File: src/rtl/lcd_pkg.sv
// Shared types and constants for the HD44780 write-only LCD controller.
package lcd_pkg;

    typedef enum logic [2:0] {
        StPwrup,
        StInit,
        StIdle,
        StSetup,
        StEnable,
        StHold,
        StExec
    } lcd_state_e;

    localparam int unsigned InitLen = 4;

    // Function set 8-bit/2-line, display on, clear, entry mode increment.
    // Element 0 is sent first.
    localparam logic [InitLen-1:0][7:0] InitSeq = {8'h06, 8'h01, 8'h0C, 8'h38};

    localparam int unsigned DefTPwrup = 540000;
    localparam int unsigned DefTSetup = 2;
    localparam int unsigned DefTEn    = 8;
    localparam int unsigned DefTHold  = 2;
    localparam int unsigned DefTExec  = 1080;
    localparam int unsigned DefTClear = 44280;

    // Clear display / return home need the long execute time.
    function automatic logic is_slow_cmd(input logic rs, input logic [7:0] data);
        return !rs && (data[7:2] == 6'd0);
    endfunction

endpackage

File: src/rtl/lcd_tmr.sv
// Loadable down-counter; done_o flags the last cycle of the loaded interval.
module lcd_tmr #(
    parameter int unsigned Width  = 16,
    parameter int unsigned RstVal = 1
) (
    input  logic             clk,
    input  logic             rst_n,
    input  logic             load_i,
    input  logic [Width-1:0] load_val_i,
    output logic             done_o
);

    logic [Width-1:0] cnt_q, cnt_d;

    // Parks at 1 so done_o stays high while nothing is timed.
    always_comb begin
        cnt_d = cnt_q;
        if (load_i) begin
            cnt_d = load_val_i;
        end else if (cnt_q > Width'(1)) begin
            cnt_d = cnt_q - Width'(1);
        end
    end

    always_ff @(posedge clk or negedge rst_n) begin
        if (!rst_n) begin
            cnt_q <= Width'(RstVal);
        end else begin
            cnt_q <= cnt_d;
        end
    end

    assign done_o = (cnt_q == Width'(1));

endmodule

File: src/rtl/lcd_ctrl.sv
// HD44780 8-bit write-only controller: power-up wait, fixed init sequence,
// then single-byte command/data writes with setup, enable, hold and execute timing.
module lcd_ctrl
    import lcd_pkg::*;
#(
    parameter int unsigned T_PWRUP = DefTPwrup,
    parameter int unsigned T_SETUP = DefTSetup,
    parameter int unsigned T_EN    = DefTEn,
    parameter int unsigned T_HOLD  = DefTHold,
    parameter int unsigned T_EXEC  = DefTExec,
    parameter int unsigned T_CLEAR = DefTClear
) (
    input  logic       clk,
    input  logic       rst_n,
    input  logic       req_valid,
    input  logic       req_rs,
    input  logic [7:0] req_data,
    output logic       req_ready,
    output logic       init_done,
    output logic [7:0] lcd_data,
    output logic       lcd_rw,
    output logic       lcd_en,
    output logic       lcd_rs,
    output logic       lcd_on
);

    localparam int unsigned MaxPc  = (T_PWRUP > T_CLEAR) ? T_PWRUP : T_CLEAR;
    localparam int unsigned CntMax = (MaxPc > T_EXEC) ? MaxPc : T_EXEC;
    localparam int unsigned CntW   = $clog2(CntMax + 1);
    localparam int unsigned IdxW   = $clog2(InitLen);

    lcd_state_e      state_q, state_d;
    logic [7:0]      lcd_data_q, lcd_data_d;
    logic            lcd_rs_q, lcd_rs_d;
    logic            lcd_en_q, lcd_en_d;
    logic            lcd_on_q;
    logic            init_done_q, init_done_d;
    logic [IdxW-1:0] init_idx_q, init_idx_d;
    logic [IdxW-1:0] init_idx_nxt;

    logic            tmr_load;
    logic [CntW-1:0] tmr_val;
    logic            tmr_done;

    lcd_tmr #(
        .Width  (CntW),
        .RstVal (T_PWRUP)
    ) u_tmr (
        .clk        (clk),
        .rst_n      (rst_n),
        .load_i     (tmr_load),
        .load_val_i (tmr_val),
        .done_o     (tmr_done)
    );

    assign init_idx_nxt = init_idx_q + IdxW'(1);

    // Every transition happens on the timer's last cycle and reloads it for the new state.
    always_comb begin
        state_d     = state_q;
        lcd_data_d  = lcd_data_q;
        lcd_rs_d    = lcd_rs_q;
        lcd_en_d    = lcd_en_q;
        init_done_d = init_done_q;
        init_idx_d  = init_idx_q;
        tmr_load    = 1'b0;
        tmr_val     = '0;

        unique case (state_q)
            StPwrup: begin
                if (tmr_done) begin
                    state_d    = StInit;
                    lcd_rs_d   = 1'b0;
                    lcd_data_d = InitSeq[0];
                    init_idx_d = '0;
                    tmr_load   = 1'b1;
                    tmr_val    = CntW'(T_SETUP);
                end
            end
            StIdle: begin
                if (req_valid && init_done_q) begin
                    state_d    = StSetup;
                    lcd_rs_d   = req_rs;
                    lcd_data_d = req_data;
                    tmr_load   = 1'b1;
                    tmr_val    = CntW'(T_SETUP);
                end
            end
            StInit, StSetup: begin
                if (tmr_done) begin
                    state_d  = StEnable;
                    lcd_en_d = 1'b1;
                    tmr_load = 1'b1;
                    tmr_val  = CntW'(T_EN);
                end
            end
            StEnable: begin
                if (tmr_done) begin
                    state_d  = StHold;
                    lcd_en_d = 1'b0;
                    tmr_load = 1'b1;
                    tmr_val  = CntW'(T_HOLD);
                end
            end
            StHold: begin
                if (tmr_done) begin
                    state_d  = StExec;
                    tmr_load = 1'b1;
                    tmr_val  = is_slow_cmd(lcd_rs_q, lcd_data_q) ? CntW'(T_CLEAR)
                                                                 : CntW'(T_EXEC);
                end
            end
            StExec: begin
                if (tmr_done) begin
                    if (init_done_q || (init_idx_q == IdxW'(InitLen - 1))) begin
                        state_d     = StIdle;
                        init_done_d = 1'b1;
                    end else begin
                        state_d    = StInit;
                        init_idx_d = init_idx_nxt;
                        lcd_data_d = InitSeq[init_idx_nxt];
                        tmr_load   = 1'b1;
                        tmr_val    = CntW'(T_SETUP);
                    end
                end
            end
            default: state_d = StPwrup;
        endcase
    end

    always_ff @(posedge clk or negedge rst_n) begin
        if (!rst_n) begin
            state_q     <= StPwrup;
            lcd_data_q  <= 8'h00;
            lcd_rs_q    <= 1'b0;
            lcd_en_q    <= 1'b0;
            lcd_on_q    <= 1'b0;
            init_done_q <= 1'b0;
            init_idx_q  <= '0;
        end else begin
            state_q     <= state_d;
            lcd_data_q  <= lcd_data_d;
            lcd_rs_q    <= lcd_rs_d;
            lcd_en_q    <= lcd_en_d;
            lcd_on_q    <= 1'b1;
            init_done_q <= init_done_d;
            init_idx_q  <= init_idx_d;
        end
    end

    assign req_ready = (state_q == StIdle) && init_done_q;
    assign init_done = init_done_q;
    assign lcd_data  = lcd_data_q;
    assign lcd_rs    = lcd_rs_q;
    assign lcd_en    = lcd_en_q;
    assign lcd_rw    = 1'b0;
    assign lcd_on    = lcd_on_q;

endmodule

File: config.mk
export PLATFORM = sky130hd
export DESIGN_NAME = lcd_ctrl
export DESIGN_NICKNAME = d
export VERILOG_FILES = /design/src/rtl/lcd_pkg.sv /design/src/rtl/lcd_tmr.sv /design/src/rtl/lcd_ctrl.sv
export SDC_FILE = /design/constraint.sdc
export NUM_CORES = 1
export LEC_CHECK = 0
export BUFFER_PORTS_ARGS = -buffer_cell sky130_fd_sc_hd__buf_2
export CAP_MARGIN = 20
export CORE_UTILIZATION = 35
export DETAILED_ROUTE_END_ITERATION = 8
export PLACE_DENSITY = 0.49
export SLEW_MARGIN = 20
export SYNTH_ARGS = -nofsm -noshare
export SYNTH_HDL_FRONTEND = slang
export SYNTH_SLANG_ARGS = --single-unit
File: constraint.sdc
create_clock -name clk -period 3.8 [get_ports clk]
set_input_delay 0.19 -clock clk [delete_from_list [all_inputs] [get_ports clk]]
set_output_delay 0.19 -clock clk [all_outputs]
set_load 0.02 [all_outputs]
==> results.py <==
metrics = {
    "outcome": {
        "run_status": "complete, no violations",
    },
    "synthesis": {
        "post-synth-top-area-cell": "sky130_fd_sc_hd__dfrtp_1",
        "avgSynthCellArea_sq_um": 9.47,
        "ys_seq_area_share_pct": 38.3,
        "syn-instance-count": 258,
        "ys_async_rst_share_pct": 100,
        "synthDominantCellAreaShare_pct": 29.7,
        "synth.yosys.warnings": 0,
        "dominantRegCellSynth": "sky130_fd_sc_hd__dfrtp_1",
        "synth.cell_area_sq_mm": 0.00244,
        "synth_edf_count": 0,
        "top_cells_by_area_in_the_synthesized_netlist": "sky130_fd_sc_hd__dfrtp_1, sky130_fd_sc_hd__dfstp_2, sky130_fd_sc_hd__a21oi_1",
        "mappedNetlistNets": 275,
        "post_synth_num_cell_types": 63,
        "number_of_register_bits_inferred_by_synthesis": 37,
    },
    "worst_setup_path": {
        "timing.critical_path.required_ns": 4.02,
        "rr_worst_depth": 5,
        "critical_path_startpoint_category": "register",
        "crit_path_end_kind": "register",
        "reg2reg_setup_slack_ns": 1.31,
        "path_max_fanout": 11,
        "worstSetupPathType": "reg -> reg",
        "worst_r2r_startpoint": "u_tmr.cnt_q[14]$_DFFE_PN0P_",
        "cp.arrival_ns": 2.72,
        "rr_endpoint": "u_tmr.cnt_q[11]$_DFFE_PN1P_",
    },
    "timing": {
        "fmax_ghz": 0.401,
        "transition_time_at_the_pin_with_the_least_slew_margin_ns": 0.863,
        "timing_max_transition_violations_final": 0,
        "finalHoldViolations": 0,
        "fin_setup_tns_ns": 0,
        "fin_worst_skew_ns": 0.0104,
        "report.final.setup_viol": 0,
        "slew_headroom_pct": 42.5,
        "finalHoldWorstSlack_ns": 0.00649,
        "timing.final.ws_setup_ns": 1.31,
        "layout_min_cycle_time_ns": 2.49,
        "grt_setup_unrepaired": "no",
        "final_cycle_share_pct": 65.6,
    },
    "power_and_ir_drop": {
        "power_frac_seq_pct": 54.5,
        "clkPwrFrac_pct": 43.4,
        "finalPower_mw": 0.724,
        "switching_share_pct": 22.2,
        "worst_ir_drop_vdd_mv": 0.149,
        "cellLeakagePower_nw": 1.03,
        "net-switching-power_mw": 0.161,
        "p_per_area_mw_per_mm2": 273,
        "power_report.internal_total_mw": 0.563,
        "comb_power_share_pct": 2.1,
    },
    "clock_network": {
        "cts_root_buf": "sky130_fd_sc_hd__clkbuf_8",
        "cts-buffers-inserted": 5,
        "post_cts_hold_buffer_count": 0,
        "numClockSinks": 37,
        "cts_tree": "built",
        "clock_insertion_delay_worst_skew_ns": 0.30,
        "clkSlewWorstSetupHoldPaths_ns": 0.07,
        "cts-htree-levels": 2,
        "postCtsResizedCells": 0,
        "clk_path_buf_depth": 2,
        "cts.repair_timing.setup_buffer_count": 0,
    },
    "placed_design": {
        "place.gp.congestion": 0.759,
        "place.port_buffers": 24,
        "placed_cell_area_sq_mm": 0.00255,
        "placed_wire_length_estimate_um": 4320,
        "dpl_worst_slack_ns": 1.30,
        "placed_cells_incl_taps": 346,
    },
    "die": {
        "io-pin-count": 26,
        "die_ar_sq_mm": 0.00732,
        "core_area_sq_mm": 0.00676,
        "chipWidth_um": 85.6,
        "rows": 30,
        "effective_utilization_at_floorplan_pct": 36.2,
        "chipHeight_um": 85.6,
    },
    "global_routing": {
        "first_global_vias": 1900,
        "grt.overflow.total": 0,
        "grt_usage_pct": 17.6,
        "number_of_antenna_violations_at_the_first_check_in_global_routing": 0,
        "grt_first_pass_wirelength_um": 10000,
        "maximum_number_of_pins_on_one_net_before_global_route_repair": 38,
    },
    "routing": {
        "ant_nets": 0,
        "post_drt_wl_per_cell_um": 17.3,
        "firstDrtPassIters": 4,
        "route.final.wire_length_um": 6140,
        "drc": 0,
        "routed_via_density": 5.83,
        "vias": 2063,
        "initialDrtViolationCount": 163,
    },
    "final_layout": {
        "area_growth_pct": 8.70,
        "finalCoreUtilization_pct": 39.3,
        "final_layout_size_suffix_gt1_share_pct": 21.9,
        "num_antenna_cells": 0,
        "final_area_sq_mm": 0.00266,
        "final_cells": 354,
        "nNetsFinal": 290,
    },
    "worst_hold_path": {
        "min-delay-path-class": "in -> async",
    },
    "run": {
        "drv_cap": 0,
    },
}
## metal layers
metal  vias to the layer above  wire [um]  GRT usage, %
li1                       1010          -             -
met1                      1015       3200          26.5
met2                        33       2700          25.9
met3                         5        175          3.18
met4                         0         58          4.55
met5                         -          0             0
## critical path, stage by stage, from the launching register on
cell                      delay (ns)
sky130_fd_sc_hd__dfrtp_1        0.43
sky130_fd_sc_hd__nor4_4         0.42
sky130_fd_sc_hd__and4_1         0.52
sky130_fd_sc_hd__nand3_1        0.46
sky130_fd_sc_hd__o211a_1        0.42
sky130_fd_sc_hd__a21oi_1        0.17
## power groups by stage
stage / sequential (mW) / combinational (mW) / clock (mW)
2_1_floorplan: 0.403 / 0.00211 / 0
3_3_place_gp: 0.402 / 0.0166 / 0
3_5_place_dp: 0.402 / 0.0167 / 0
4_1_cts: 0.394 / 0.0166 / 0.324
5_1_grt: 0.395 / 0.0182 / 0.339
6_report: 0.395 / 0.0155 / 0.314
## worst max-delay path by stage
stage,end,startpoint,slack (ns)
finish,u_tmr.cnt_q[11]$_DFFE_PN1P_,u_tmr.cnt_q[14]$_DFFE_PN0P_,1.31
global route,u_tmr.cnt_q[5]$_DFFE_PN1P_,u_tmr.cnt_q[10]$_DFFE_PN1P_,1.09
CTS,u_tmr.cnt_q[4]$_DFFE_PN0P_,u_tmr.cnt_q[14]$_DFFE_PN0P_,1.30
detailed placement,u_tmr.cnt_q[4]$_DFFE_PN0P_,u_tmr.cnt_q[14]$_DFFE_PN0P_,1.30
global placement,u_tmr.cnt_q[6]$_DFFE_PN1P_,u_tmr.cnt_q[14]$_DFFE_PN0P_,1.30
floorplan,u_tmr.cnt_q[7]$_DFFE_PN0P_,u_tmr.cnt_q[14]$_DFFE_PN0P_,1.89
## cells in the final DEF (no fill, tap or decap), drive strengths merged, types with 2 or more instances in the layout
master / count
o21ai: 11
xnor2: 7
a211oi: 2
conb: 2
a31o: 3
a31oi: 3
a22oi: 4
o41ai: 2
o311a: 6
nand2: 12
dfrtp: 29
nor4: 7
nor3: 6
nand2b: 3
nand3: 14
dfstp: 8
ha: 5
nand4: 5
or2: 2
inv: 10
xor2: 4
o311ai: 2
or4: 6
o22ai: 2
a221oi: 3
clkbuf: 7
a21boi: 2
o31ai: 5
buf: 26
o211ai: 13
nor2: 17
a21oi: 22
and3: 3
or3: 3
## registers in the layout (all words and copies together) (netlist names)
register and cells:
state_q 3, u_tmr.cnt_q 20, lcd_data 8, init_idx_q 2
lcd_rs 1, init_done 1, lcd_en 1, lcd_on 1
## cell families (layout without fill, tap and decap cells)
family	after synthesis	after routing	synth area share (%)
xor gates and xnor gates	11	11	3.94
DFF	37	37	38.3
AOI/OAI and AO/OA	86	86	25.3
and+or+nand+nor	87	87	22.1
adders and majority gates	5	5	2.56
buffers and inverters	28	44	6.60
other	2	2	0.307
muxes	2	2	0.870
## layout make-up
type	count	area, sq um
multi-input cells	193	1350
inverters	10	37.5
fillers	702	4100
repair buffers	26	135
well taps	80	100
clock inverters	1	5.00
flip-flops and latches	37	936
clock buffers	7	96.3
## synth_stat cells (all sizes together), types with 2 or more instances
master and count:
a211oi 2, a21boi 2, a21oi 22, a221oi 3, a22oi 4, a31o 3, a31oi 3, and3 3
buf 12, clkbuf 6, conb 2, dfrtp 29, dfstp 8, ha 5, inv 10, nand2 12
nand2b 3, nand3 14, nand4 5, nor2 17, nor3 6, nor4 7, o211ai 13, o21ai 11
o22ai 2, o311a 6, o311ai 2, o31ai 5, o41ai 2, or2 2, or3 3, or4 6
xnor2 7, xor2 4
Note: power is estimated with default switching activity, not from simulation.
